## src/rtl/uart_cmd_rx.sv

```systemverilog
// uart_cmd_rx: 8N1 UART receiver for host commands. Every good byte is
// exposed on data_o with a one-cycle rx_done_o pulse. A CMD_START byte
// received while idle fires a one-cycle start_o pulse to the acquisition
// top and holds busy_o until that top reports end-of-sequence on eos_i.
module uart_cmd_rx #(
  parameter int          CLKS_PER_BIT = 868,
  parameter logic [7:0]  CMD_START    = 8'h53
) (
  input  logic       clk_i,
  input  logic       rst_i,
  input  logic       rx_i,
  input  logic       eos_i,
  output logic       start_o,
  output logic       busy_o,
  output logic [7:0] data_o,
  output logic       rx_done_o,
  output logic       frame_err_o
);

  localparam int CW = $clog2(CLKS_PER_BIT);
  localparam logic [CW-1:0] HALF_PT = CW'(CLKS_PER_BIT / 2 - 1);
  localparam logic [CW-1:0] LAST_PT = CW'(CLKS_PER_BIT - 1);

  typedef enum logic [1:0] {IDLE, START, DATA, STOP} state_t;

  state_t          state_q;
  logic [CW-1:0]   baudCnt_q;
  logic [2:0]      bitIdx_q;
  logic [7:0]      shift_q;
  logic [7:0]      data_q;
  logic            rxDone_q;
  logic            frameErr_q;
  logic            rxMeta_q;
  logic            rxSync_q;
  logic            start_q;
  logic            busy_q;
  logic            start_d;
  logic            busy_d;

  // Bring the asynchronous line into the clock domain; idle-high after reset
  // so a reset never looks like a start edge.
  always_ff @(posedge clk_i) begin
    if (rst_i) begin
      rxMeta_q <= 1'b1;
      rxSync_q <= 1'b1;
    end else begin
      rxMeta_q <= rx_i;
      rxSync_q <= rxMeta_q;
    end
  end

  // Receive FSM: find start edge, confirm it mid-bit, then sample each data
  // bit and the stop bit one full bit period apart, LSB first.
  always_ff @(posedge clk_i) begin
    if (rst_i) begin
      state_q    <= IDLE;
      baudCnt_q  <= '0;
      bitIdx_q   <= '0;
      shift_q    <= '0;
      data_q     <= '0;
      rxDone_q   <= 1'b0;
      frameErr_q <= 1'b0;
    end else begin
      rxDone_q   <= 1'b0;
      frameErr_q <= 1'b0;
      case (state_q)
        IDLE: begin
          if (!rxSync_q) begin
            state_q   <= START;
            baudCnt_q <= '0;
          end
        end
        START: begin
          if (baudCnt_q == HALF_PT) begin
            if (!rxSync_q) begin
              state_q   <= DATA;
              baudCnt_q <= '0;
              bitIdx_q  <= '0;
            end else begin
              state_q <= IDLE;
            end
          end else begin
            baudCnt_q <= baudCnt_q + 1'b1;
          end
        end
        DATA: begin
          if (baudCnt_q == LAST_PT) begin
            baudCnt_q         <= '0;
            shift_q[bitIdx_q] <= rxSync_q;
            if (bitIdx_q == 3'd7) begin
              state_q <= STOP;
            end else begin
              bitIdx_q <= bitIdx_q + 1'b1;
            end
          end else begin
            baudCnt_q <= baudCnt_q + 1'b1;
          end
        end
        STOP: begin
          if (baudCnt_q == LAST_PT) begin
            baudCnt_q <= '0;
            if (rxSync_q) begin
              data_q   <= shift_q;
              rxDone_q <= 1'b1;
            end else begin
              frameErr_q <= 1'b1;
            end
            state_q <= IDLE;
          end else begin
            baudCnt_q <= baudCnt_q + 1'b1;
          end
        end
        default: state_q <= IDLE;
      endcase
    end
  end

  // Command decode: busy is looked at before any eos clear, so a command that
  // lands together with eos while busy is dropped and busy simply falls.
  always_comb begin
    start_d = rxDone_q && (data_q == CMD_START) && !busy_q;
    busy_d  = busy_q;
    if (busy_q && eos_i) begin
      busy_d = 1'b0;
    end else if (start_d) begin
      busy_d = 1'b1;
    end
  end

  // Register the command outputs so start_o and busy_o rise together.
  always_ff @(posedge clk_i) begin
    if (rst_i) begin
      start_q <= 1'b0;
      busy_q  <= 1'b0;
    end else begin
      start_q <= start_d;
      busy_q  <= busy_d;
    end
  end

  assign start_o     = start_q;
  assign busy_o      = busy_q;
  assign data_o      = data_q;
  assign rx_done_o   = rxDone_q;
  assign frame_err_o = frameErr_q;

endmodule

```

## config.mk

```make
export PLATFORM = sky130hd
export DESIGN_NAME = uart_cmd_rx
export DESIGN_NICKNAME = d
export VERILOG_FILES = /design/src/rtl/uart_cmd_rx.sv
export SDC_FILE = /design/constraint.sdc
export NUM_CORES = 1
export LEC_CHECK = 0
export BUFFER_PORTS_ARGS = -buffer_cell sky130_fd_sc_hd__buf_2
export CAP_MARGIN = 0
export CORE_MARGIN = 1.5
export CORE_UTILIZATION = 62
export DETAILED_ROUTE_END_ITERATION = 10
export GPL_TIMING_DRIVEN = 0
export PLACE_DENSITY_LB_ADDON = 0.15
export SETUP_SLACK_MARGIN = 0.3
export SYNTH_ARGS = -nofsm -noshare
export SYNTH_HDL_FRONTEND = slang
export SYNTH_SLANG_ARGS = --single-unit
```

## constraint.sdc

```tcl
create_clock -name clk_i -period 4.38 [get_ports clk_i]
set_clock_uncertainty 0.1 [all_clocks]
set_input_delay 0.438 -clock clk_i [delete_from_list [all_inputs] [get_ports clk_i]]
set_output_delay 0.438 -clock clk_i [all_outputs]
set_load 0.02 [all_outputs]
```

# Word level (Yosys, flattened, before mapping)
# Cells that the tools add are included.
op_classes:
  add_sub_neg: 2
  n_mul: 0
  div_mod_pow: 0
  n_lt_le_gt_ge: 2
  n_eq_ne: 14
  shift: 0
  n_mux: 21
  bitwise_logic: 2
  reduce_logical: 14
ops:
  columns: ["cell", "n"]
  rows:
  - ["$mux 10", 3]
  - ["$pmux 10 s3", 1]
  - ["$ne 2x2->1 const B", 7]
  - ["$mux 2", 6]
  - ["$mux 3", 4]
  - ["$add 10x1->10 const B", 1]
  - ["$eq 10x10->1 const B", 1]
  - ["$eq 10x9->1 const B", 1]
  - ["$reduce_and 5->1", 2]
  - ["$bwmux 8", 1]
  - ["$eq 8x7->1 const B", 1]
  - ["$pmux 2 s4", 1]
  - ["$pmux 3 s2", 1]
  - ["$eq 2x2->1 const B", 2]
  - ["$logic_and 1x1->1", 4]
  - ["$lt 3x4->1 const B", 1]
  - ["$reduce_or 2->1", 2]
  - ["$add 3x1->3 const B", 1]
  - ["$demux 1 s3", 1]
  - ["$eq 3x3->1 const B", 1]
  - ["$ge 3x1->1 const B", 1]
  - ["$mux 1", 3]
  - ["$reduce_and 3->1", 1]
  - ["$reduce_or 3->1", 1]
  - ["other kinds (6)", 7]
totals:
  regBits: 37
  latch_bits: 0
  mem_bits_rw: 0
  mem_bits_ro: 0
  in_bits: 4
  out_inout_bits: 12
  elab_cells: 66
  mem_count: 0

# Depth between registers and ports, before layout
# Gate-level depths: netlist of the first run.
depth:
  ltp_word: 5
  ltp_mapped: 8
  ltp_nobuf: 7

# Worst setup path after synthesis of the first run
# No wires, ideal clock.
synth_path:
  path_kind: "reg-to-reg"
  from: "register baudCnt_q[1]"
  to: "register baudCnt_q[9]"
  setup_ns: 0.074
  arrival_time_ns: 1.701
  t_required_ns: 4.206
  path_slack_ns: 2.505
  stages_incl_launch_ff: 9
  cell_sequence: "dfxtp_1 -> inv_1 -> ha_1 -> and4bb_4 -> a31oi_4 -> mux2i_2 -> buf_6 -> or3_1 -> a31oi_1"
synth_between:
  elab_chain_len: 3
  word_cells_on_any_way: 6
synth_lines:
  columns: ["element", "line_no", "source"]
  rows:
  - ["start, declared", "27", "logic [CW-1:0] baudCnt_q;"]
  - ["start signal, assigned", "83", "baudCnt_q <= baudCnt_q + 1'b1;"]
  - ["start signal, assigned", "96", "baudCnt_q <= baudCnt_q + 1'b1;"]
  - ["start signal, assigned", "110", "baudCnt_q <= baudCnt_q + 1'b1;"]
  - ["$add 10x1->10 (tied with other cells)", "83, 96, 110", null]
  - ["$mux 10, on equally long branches", "87, 100, 74", null]
  - ["$pmux 10 s3 (*)", "66", "case (state_q)"]
# Every way passes the cells marked *; elsewhere a longest branch is shown, timed or not.
# A chain may end at the register's enable or synchronous reset.

# Worst setup path in the final report of the first run
layout_path:
  from: "register baudCnt_q[0]"
  to: "register shift_q[1]"
layout_between:
  elab_chain_len: 2
layout_lines:
  columns: ["element", "line_no", "source"]
  rows:
  - ["$eq 10x10->1", "87", "if (baudCnt_q == LAST_PT) begin"]
  - ["$reduce_and 2->1 (no line)", null, null]
  - ["end signal, assigned by index", "89", "shift_q[bitIdx_q] <= rxSync_q;"]
  - ["end, declared", "29", "logic [7:0] shift_q;"]
# No other way between the ends.

==> results.toml, run 1 <==
[synthesis]
synth-edff-count = 0
async_flop_share = 0
yosys-top-cells-count = "dfxtp_1, nor2_1, mux2i_1"
mappedNetlistArea_sq_mm = 0.001733
synth-seq-cells = 37
synth.largest_area_cell = "dfxtp_1"
synth.top_cells.by_area = "dfxtp_1, mux2i_1, nor2_1"
postSynthAreaPerCell_sq_um = 9.317
ys.warnings.count = 0
sequential_share_of_the_synthesized_area = 0.4274
yosysMostFrequentCell = "dfxtp_1"
post_synth_num_cell_types = 47
synthesis.nets = 194
postSynth.topFlopCell = "dfxtp_1"
synth_top_area_share = 0.4274
postSynthCellCount = 186

[timing]
timing.final.crit_share = 0.5099
fin_crit_ns = 2.233
drv_slew = 0
transition_time_of_the_tightest_slew_check_pin_ns = 0.7384
rsz0062_at_grt = "no"
setup-violations-final = 0
setup-tns-final_ns = 0
hold_viol_final = 0
fmaxAchievable_ghz = 0.4478
timing.slew.headroom = 0.5040

[floorplanning]
cell_row_count = 18
design.die.area_sq_mm = 0.003121
floorplan.initialDensity = 0.6750
num_io_pins = 16
floorplan.core_area_sq_mm = 0.002567
chipHeight_um = 55.87
die_width_um = 55.87

[route]
met3WireLength_um = 207
drt_pre_antenna_iters = 4
drt_iter0_drc = 77
met2_wirelength_um = 1581
detail_route.wirelength.met1_um = 1613
overall_via_count_from_detail_route = 1427
top_signal_layer_used = "met4"
totalWireLength_um = 3453
final_antenna_net_count = 0
post_drt_wl_per_cell_um = 14.45
viasPerCell = 5.971
remaining_drc_errors = 0

[setup_path]
arrival_ns = 2.38
critical-path-slowest-cell = "dfxtp_1"
reg2reg_from = "baudCnt_q[0]$_SDFF_PP0_"
cp-startpoint = "baudCnt_q[0]$_SDFF_PP0_"
cp-start-kind = "flip-flop"
critical_path.max_fanout = 9
setup.worst_path.class = "reg2reg"
crit_cells = 6
worstRegToRegCells = 6
critical_path.max_stage_delay_ns = 0.47
cp_top_family = "simple AND/OR/NAND/NOR gates"
worstPathRequired_ns = 4.53
crit_buf_inv = 1
crit_path_end_kind = "flip-flop"
critical_path_cell_by_cell = "ha_1 > clkbuf_1 > nand4_2 > nor4b_1 > mux2i_1 > nor2_1"

[finish]
n_antenna_cell = 0
drive_above_1_share = 0.1675
fillCellCount = 208
syn_to_final_growth_pct = 11.34
layout.nets = 216

[power]
p_leak_nw = 0.7688
power.ir.vdd_worst_mv = 0.3063
powerDensity_mw_per_mm2 = 311.5
totalPowerFinal_mw = 0.6011

[hold_path]
timing.hold.worst.start = "rx_i"
min-delay-path-class = "in2reg"
hold_path_depth = 2

[global_route]
number_of_global_route_vias_before_repair = 1267
grtUsageTotal = 0.2406
overflow = 0
grt_start_max_net_pins = 14
grt_pass1_wl_um = 5740
grt_antenna_before_repair = 0

[clocking]
cts_hold_buffers = 0
ctsResizeCount = 0
worstSkewPairLatency_ns = 0.35
sink_count_of_the_clock_tree = 37
cts_max_path_buffers = 2
tritoncts_clock_tree = "yes"
cts_root_buf = "clkbuf_4"
num_cts_buffers = 5
clkTransAtPathRegs_ns = 0.12
cts_setup_buffers = 0
htree_num_levels = 2

[placement]
gp_congestion = 0.8256
hpwl_um = 2346
place.port_buffers = 15

[flow_run]
max_cap_violations = 0

[status]
run_status = "finished, final reports clean"
## worst register-to-register path, delay by kind of cell (launching register included)
kind	cells	cell delay, ns
fa+ha+maj	1	0.19
buf+inv	1	0.33
flops	1	0.47
mux	1	0.25
simple gates	3	0.79
## final cells by class
cell class                 instances  area (sq um)  area share
clock buffer                       5         37.54     0.01946
buffer                            10         47.55     0.02464
tap                               30         37.54     0.01946
clock inverter                     3         46.29     0.02399
timing repair buffer              15         75.07     0.03891
sequential                        37         740.7      0.3839
multi-input combinational        134         925.9      0.4799
inverter                           5         18.77    0.009728
## registers in the layout (all words and copies together), names as in the netlist, 3 cells and up, named ones only
register and cells:
baudCnt_q 10, bitIdx_q 3, data_o 8, shift_q 8
## cell families (layout without fill, tap and decap cells)
kind of cell	Yosys count	in the layout	synth area share
muxes	19	19	0.1119
and+or+nand+nor	89	89	0.2931
DFF	37	37	0.4274
AOI/OAI and AO/OA	19	19	0.08521
xor gates and xnor gates	3	3	0.01517
adders and majority gates	4	4	0.02888
buffers and inverters	15	38	0.03827
## layout by cell type, fill, tap and decap left out, drive strengths merged, types with 2 or more instances in the layout
cell and n:
inv 5, nor4 6, dfxtp 37, nand4 5
nand2b 5, nor3 6, mux2i 19, and4bb 3
nor2 25, buf 18, or2 3, nand2 12
a21oi 4, a31oi 2, clkbuf 12, xnor2 2
nor4b 5, nand3b 2, and3 2, o21ai 3
nand3 6, or3 2, ha 4
## routing by layer
layer  vias up  GRT usage
li1        715          -
met1       660     0.3087
met2        45     0.3793
met3         7    0.07907
met4         0    0.08844
met5         -          0
## path summary, 6_finish.rpt
| kind | endpoint | slack (ns) |
|---|---|---|
| setup / recovery | shift_q[1]$_SDFFE_PP0P_ | 2.15 |
| hold / removal | rxMeta_q$_SDFF_PP1_ | 0.16 |
| setup reg to reg | shift_q[1]$_SDFFE_PP0P_ | 2.15 |
| hold reg to reg | rxSync_q$_SDFF_PP1_ | 0.33 |
## power breakdown
part | internal [mW] | switching, mW
Combinational | 0.00696 | 0.0134
Sequential | 0.338 | 0.00197
Clock | 0.121 | 0.120
## metrics by stage
step                area (sq um)  cells  utilization  hold WS, ns  setup WS, ns
finish                      1929    239       0.7515       0.1642         2.147
global route                1929    239       0.7515       0.1440         1.953
CTS                         1929    239       0.7515       0.1489         2.201
detailed placement          1846    231       0.7188       0.3025         2.243
global placement            1846    231       0.7188       0.2962         2.310
floorplan                   1733    186            -       0.2895         2.505
No activity file was read; power rests on OpenSTA's default activity.
==> inputs of run 2 (changes only) <==
--- a/config.mk
+++ b/config.mk
@@ -8,7 +8,7 @@
 export BUFFER_PORTS_ARGS = -buffer_cell sky130_fd_sc_hd__buf_2
 export CAP_MARGIN = 0
 export CORE_MARGIN = 1.5
-export CORE_UTILIZATION = 62
+export CORE_UTILIZATION = 58
 export DETAILED_ROUTE_END_ITERATION = 10
 export GPL_TIMING_DRIVEN = 0
 export PLACE_DENSITY_LB_ADDON = 0.15
==> constraint.sdc (replaced) <==
create_clock -name clk_i -period 2.17 [get_ports clk_i]
set_clock_uncertainty 0.1 [all_clocks]
set_input_delay 0.217 -clock clk_i [delete_from_list [all_inputs] [get_ports clk_i]]
set_output_delay 0.217 -clock clk_i [all_outputs]
set_load 0.02 [all_outputs]
==> run 2 against run 1 <==
Against the previous run:
- the run now ends with design-rule violations left
- sequential share of layout area is 2.9 points lower
- critical endpoint is now baudCnt_q[9]$_SDFF_PP0_
- first-iteration DRC count increased by 56%
- design area rose by 10%
==> results.toml, run 2 (same netlist as run 1, synthesis figures left out) <==
[finish]
layout.nets = 226
largest_reg_flops = 10
drive_above_1_share = 0.3059
fin_cells = 250
layout.cells.most_common = "dfxtp_1"
syn_to_final_growth_pct = 22.74
most-common-layout-cells = "dfxtp_1, nor2_1, mux2i_1"
n_antenna_cell = 0
regMostFlops = "baudCnt_q"
layout.core_utilization = 0.7583

[route]
final_antenna_net_count = 0
viasPerCell = 5.940
met2_wirelength_um = 1812
remaining_drc_errors = 4
totalWireLength_um = 3772
met3WireLength_um = 213
detail_route.wirelength.met1_um = 1680
overall_via_count_from_detail_route = 1485
drt_iter0_drc = 120
top_signal_layer_used = "met4"
post_drt_wl_per_cell_um = 15.09
drt_pre_antenna_iters = 7

[floorplanning]
floorplan.initialDensity = 0.6178
chipHeight_um = 57.66
num_io_pins = 16
design.die.area_sq_mm = 0.003325
die_width_um = 57.66
floorplan.core_area_sq_mm = 0.002805
cell_row_count = 19

[timing]
rsz0062_at_grt = "yes"
drv_slew = 0
timing.slew.headroom = 0.6827
setup-tns-final_ns = 0
timing.final.crit_share = 0.8590
setup-violations-final = 0
fin_crit_ns = 1.864
fmaxAchievable_ghz = 0.5364
setup_slack_ns = 0.3059
hold_viol_final = 0
transition_time_of_the_tightest_slew_check_pin_ns = 0.4760
worst_hold_slack_ns = 0.05905

[global_route]
overflow = 0
number_of_global_route_vias_before_repair = 1325
grt_start_max_net_pins = 13
grtUsageTotal = 0.2305
grt_pass1_wl_um = 5816
grt_antenna_before_repair = 0

[status]
failed_checks = "design-rule violations"
run_status = "finished, violations left"

[placement]
place.port_buffers = 15
gp_congestion = 0.8834
place_worst_setup_slack_ns = 0.03780
hpwl_um = 2469
post-place-cells = 232

[setup_path]
critical_path.max_fanout = 5
regToRegEndpoint = "baudCnt_q[9]$_SDFF_PP0_"
critical-path-slowest-cell = "dfxtp_2"
reg2reg_from = "baudCnt_q[1]$_SDFF_PP0_"
arrival_ns = 2.03
crit_path_end_kind = "flip-flop"
cp-start-kind = "flip-flop"
critical_path.max_stage_delay_ns = 0.36
worstRegToRegCells = 8
worstPathRequired_ns = 2.34
critical_path_cell_by_cell = "inv_2 > ha_4 > and4bb_4 > a31oi_4 > mux2i_4 > buf_6 > or3_1 > a31oi_1"
worst-r2r-setup-slack_ns = 0.31
setup.worst_path.class = "reg2reg"

[clocking]
cts_root_buf = "clkbuf_4"
htree_num_levels = 2
sink_count_of_the_clock_tree = 37
cts_max_path_buffers = 2
tritoncts_clock_tree = "yes"
clkTransAtPathRegs_ns = 0.12
num_cts_buffers = 5
worstSkewPairLatency_ns = 0.35

[flow_run]
max_cap_violations = 0

[hold_path]
min-delay-path-class = "in2reg"
timing.hold.worst_endpoint = "busy_o$_SDFFE_PP0P_"
hold_path_depth = 3
timing.hold.worst.start = "eos_i"

[power]
power.ir.vdd_worst_mv = 0.5694
powerDensity_mw_per_mm2 = 531.5
p_leak_nw = 0.8483
## run 2: cell count changes in the layout (fill, tap and decap cells not counted), moves of 2 or more
cell     before  now
dfxtp_4       0    2
dfxtp_1      37   30
nor4b_2       0    2
nor4_1        6    2
nor4_2        0    4
buf_4         0    9
buf_6         1    3
dfxtp_2       0    5
nor4b_1       5    3
o21ai_0       3    1
## run 2: where the power goes
part           switching (mW)  total [mW]  internal [mW]
clock                   0.234       0.392          0.158
sequential            0.00410       0.684          0.680
combinational          0.0321      0.0545         0.0224
## run 2: critical path, delay by kind of cell, from the launching register on
| kind | cells | cell delay [ns] |
|---|---|---|
| AOI/OAI and AO/OA | 2 | 0.34 |
| adders and majority gates | 1 | 0.14 |
| buffers and inverters | 2 | 0.19 |
| DFF | 1 | 0.36 |
| muxes | 1 | 0.12 |
| and+or+nand+nor | 2 | 0.54 |
## run 2: metal layers
metal | vias to the layer above | track usage
met5 | - | 0
met4 | 0 | 0.09967
met3 | 8 | 0.04688
met2 | 47 | 0.3653
met1 | 696 | 0.3066
li1 | 734 | -
## run 2: metrics by stage
| stage | area (sq um) | total power [mW] |
|---|---|---|
| finish | 2127 | 1.131 |
| global route | 2127 | 1.170 |
| CTS | 1991 | 1.132 |
| detailed placement | 1847 | 0.7429 |
| global placement | 1847 | 0.7416 |
| floorplan | 1733 | 0.7301 |
## run 2: worst max-delay path by stage
stage | startpoint | to | slack [ns] | cells past startpoint
floorplan | baudCnt_q[1]$_SDFF_PP0_ | baudCnt_q[9]$_SDFF_PP0_ | 0.31 | 8
global placement | baudCnt_q[0]$_SDFF_PP0_ | shift_q[1]$_SDFFE_PP0P_ | 0.07 | 6
detailed placement | baudCnt_q[0]$_SDFF_PP0_ | baudCnt_q[6]$_SDFF_PP0_ | 0.04 | 6
CTS | baudCnt_q[3]$_SDFF_PP0_ | baudCnt_q[3]$_SDFF_PP0_ | 0.31 | 6
global route | baudCnt_q[1]$_SDFF_PP0_ | baudCnt_q[9]$_SDFF_PP0_ | 0.23 | 8
finish | baudCnt_q[1]$_SDFF_PP0_ | baudCnt_q[9]$_SDFF_PP0_ | 0.31 | 8
## run 2: cell type report
| cell class | count | area, sq um |
|---|---|---|
| Buffer | 10 | 57.56 |
| Clock buffer | 6 | 51.30 |
| Clock inverter | 2 | 13.76 |
| Fill cell | 210 | 678.2 |
| Inverter | 5 | 18.77 |
| Multi-Input combinational cell | 134 | 1036 |
| Sequential cell | 37 | 754.5 |
| Tap cell | 31 | 38.79 |
| Timing Repair Buffer | 25 | 156.4 |
## run 2: repair_timing
item	4_1_cts	5_1_grt
hold buffers	1	0
endpoints found under the hold margin	1	0
setup endpoints to repair	29	27
pin swaps	3	5
buffers inserted	4	4
gates cloned	0	1
resized for setup	13	28
==> inputs of run 3 (changes only) <==
--- a/config.mk
+++ b/config.mk
@@ -5,14 +5,16 @@
 export SDC_FILE = /design/constraint.sdc
 export NUM_CORES = 1
 export LEC_CHECK = 0
+export ABC_AREA = 1
 export BUFFER_PORTS_ARGS = -buffer_cell sky130_fd_sc_hd__buf_2
 export CAP_MARGIN = 0
+export CORE_ASPECT_RATIO = 0.8
 export CORE_MARGIN = 1.5
 export CORE_UTILIZATION = 58
 export DETAILED_ROUTE_END_ITERATION = 10
 export GPL_TIMING_DRIVEN = 0
 export PLACE_DENSITY_LB_ADDON = 0.15
-export SETUP_SLACK_MARGIN = 0.3
+export SETUP_SLACK_MARGIN = 0.2
 export SYNTH_ARGS = -nofsm -noshare
 export SYNTH_HDL_FRONTEND = slang
 export SYNTH_SLANG_ARGS = --single-unit
==> run 3 against run 2 <==
Against the previous run:
- count of clock-buffer cells in the layout unchanged
- clock power grew 58%
- critical path type unchanged
- sequential share of layout area down 0.53 points
- combinational power rose to 2.7 times the previous value
- design area decreased by 0.18%
- utilization is 7.0 points lower
- the run now ends clean
- highest routed layer unchanged
- critical path depth rose by 3
- via count up 9.7%
- flip-flop and latch count stayed put
==> results.toml, run 3 <==
[route]
final_antenna_net_count = 0
post_drt_wl_per_cell_um = 11.11
totalWireLength_um = 3632
overall_via_count_from_detail_route = 1629
remaining_drc_errors = 0
drt_iter0_drc = 87
viasPerCell = 4.982
drt_pre_antenna_iters = 4

[clocking]
num_cts_buffers = 5
htree_num_levels = 2
clkTransAtPathRegs_ns = 0.07
cts_max_path_buffers = 2
sink_count_of_the_clock_tree = 37
cts_root_buf = "clkbuf_8"
cts_hold_buffers = 0
worstSkewPairLatency_ns = 0.29
ctsResizeCount = 0
cts_setup_buffers = 0
tritoncts_clock_tree = "yes"

[floorplanning]
floorplan.initialDensity = 0.6083
floorplan.core_area_sq_mm = 0.003085
design.die.area_sq_mm = 0.003588
chipHeight_um = 53.88
cell_row_count = 18
num_io_pins = 16
die_width_um = 66.60

[status]
run_status = "finished, final reports clean"

[finish]
n_antenna_cell = 0
largest_reg_flops = 10
layout.cells.most_common = "nand2_1"
syn_to_final_growth_pct = 13.13
layout.core_utilization = 0.6882
layout.nets = 294
regMostFlops = "baudCnt_q"
drive_above_1_share = 0.1707
most-common-layout-cells = "nand2_1, inv_1, dfxtp_1"

[placement]
hpwl_um = 2640
place.port_buffers = 15
gp_congestion = 0.8976
place_worst_setup_slack_ns = 0.3490

[synthesis]
synth-seq-cells = 37
sequential_share_of_the_synthesized_area = 0.3947
mappedNetlistArea_sq_mm = 0.001877
synth-edff-count = 0
ys.warnings.count = 0
synth.top_cells.by_area = "dfxtp_1, nand2_1, inv_1"
synth_top_area_share = 0.3947
async_flop_share = 0
post_synth_num_cell_types = 26
postSynthCellCount = 264
postSynthAreaPerCell_sq_um = 7.109
postSynth.topFlopCell = "dfxtp_1"
yosys-top-cells-count = "nand2_1, inv_1, dfxtp_1"
synth.largest_area_cell = "dfxtp_1"
yosysMostFrequentCell = "nand2_1"
synthesis.nets = 272

[timing]
timing.slew.headroom = 0.6155
fin_crit_ns = 1.750
timing.final.crit_share = 0.8064
transition_time_of_the_tightest_slew_check_pin_ns = 0.5768
setup_slack_ns = 0.4202
setup-violations-final = 0
rsz0062_at_grt = "no"
setup-tns-final_ns = 0
drv_slew = 0
hold_viol_final = 0
fmaxAchievable_ghz = 0.5715

[power]
power.ir.vdd_worst_mv = 0.5870
powerDensity_mw_per_mm2 = 698.0
p_leak_nw = 0.9242

[hold_path]
min-delay-path-class = "in2reg"

[setup_path]
critical_path.max_fanout = 10
crit_path_end_kind = "flip-flop"
setup.worst_path.class = "reg2reg"
cp-start-kind = "flip-flop"
arrival_ns = 1.85
worstPathRequired_ns = 2.27

[global_route]
grt_start_max_net_pins = 13
grtUsageTotal = 0.2260
overflow = 0
grt_pass1_wl_um = 6044
number_of_global_route_vias_before_repair = 1382
grt_antenna_before_repair = 0

[flow_run]
max_cap_violations = 0
==> run 3: cells by family after synthesis <==
kind of cell               after synthesis  synth area share
and+or+nand+nor                        126            0.3053
buffers and inverters                   53            0.1187
AOI/OAI and AO/OA                       42            0.1453
DFF                                     37            0.3947
adders and majority gates                4           0.02667
xor gates and xnor gates                 2          0.009335
==> run 3: final timing paths <==
check,start,end,slack (ns),cells after the start
hold reg to reg,rxMeta_q$_SDFF_PP1_,rxSync_q$_SDFF_PP1_,0.33,1
hold / removal,rx_i,rxMeta_q$_SDFF_PP1_,0.009,2
setup reg to reg,baudCnt_q[0]$_SDFF_PP0_,baudCnt_q[4]$_SDFF_PP0_,0.42,11
setup / recovery,baudCnt_q[0]$_SDFF_PP0_,baudCnt_q[4]$_SDFF_PP0_,0.42,11
==> run 3: through the flow <==
step	total power, mW	hold WS [ns]	std cells	instance area (sq um)
floorplan	0.8355	0.2208	264	1877
global placement	0.8728	0.3040	319	2002
detailed placement	0.8732	0.3033	319	2002
CTS	1.492	0.003484	327	2122
global route	1.548	0.004154	327	2123
finish	1.482	0.008568	327	2123
==> run 3: final cells by class <==
type / instances / area (sq um)
buffer: 6 / 46.29
clock buffer: 6 / 82.58
clock inverter: 2 / 37.54
fill: 268 / 962.2
inverter: 47 / 176.4
multi-input combinational: 174 / 913.4
sequential: 37 / 742.0
tap: 40 / 50.05
timing repair buffer: 15 / 75.07
==> run 3: report_power, final <==
part,leakage [nW],internal [mW],switching [mW]
clock,0.0574,0.374,0.246
sequential,0.299,0.692,0.0214
combinational,0.568,0.0486,0.100
total,0.924,1.11,0.368
==> run 3: critical path, stage by stage (launching register included) <==
cell     delay (ns)
dfxtp_2        0.41
ha_1           0.23
nand2_1        0.09
nor2_1         0.13
nand2_2        0.12
nand2_2        0.08
nand2_1        0.09
buf_6          0.16
nand2_1        0.07
a21oi_1        0.07
nand2_1        0.07
inv_1          0.03
==> run 3: per-layer routing <==
| metal | track usage | wire [um] | part of all wire | vias to the layer above |
|---|---|---|---|---|
| met3 | 0.06276 | 243 | 0.067 | 6 |
| met2 | 0.3400 | 1437 | 0.40 | 45 |
| met4 | 0.04762 | 29 | 0.0080 | 0 |
| met1 | 0.3251 | 1922 | 0.53 | 698 |
| met5 | 0 | 0 | 0 | - |
| li1 | - | - | - | 880 |
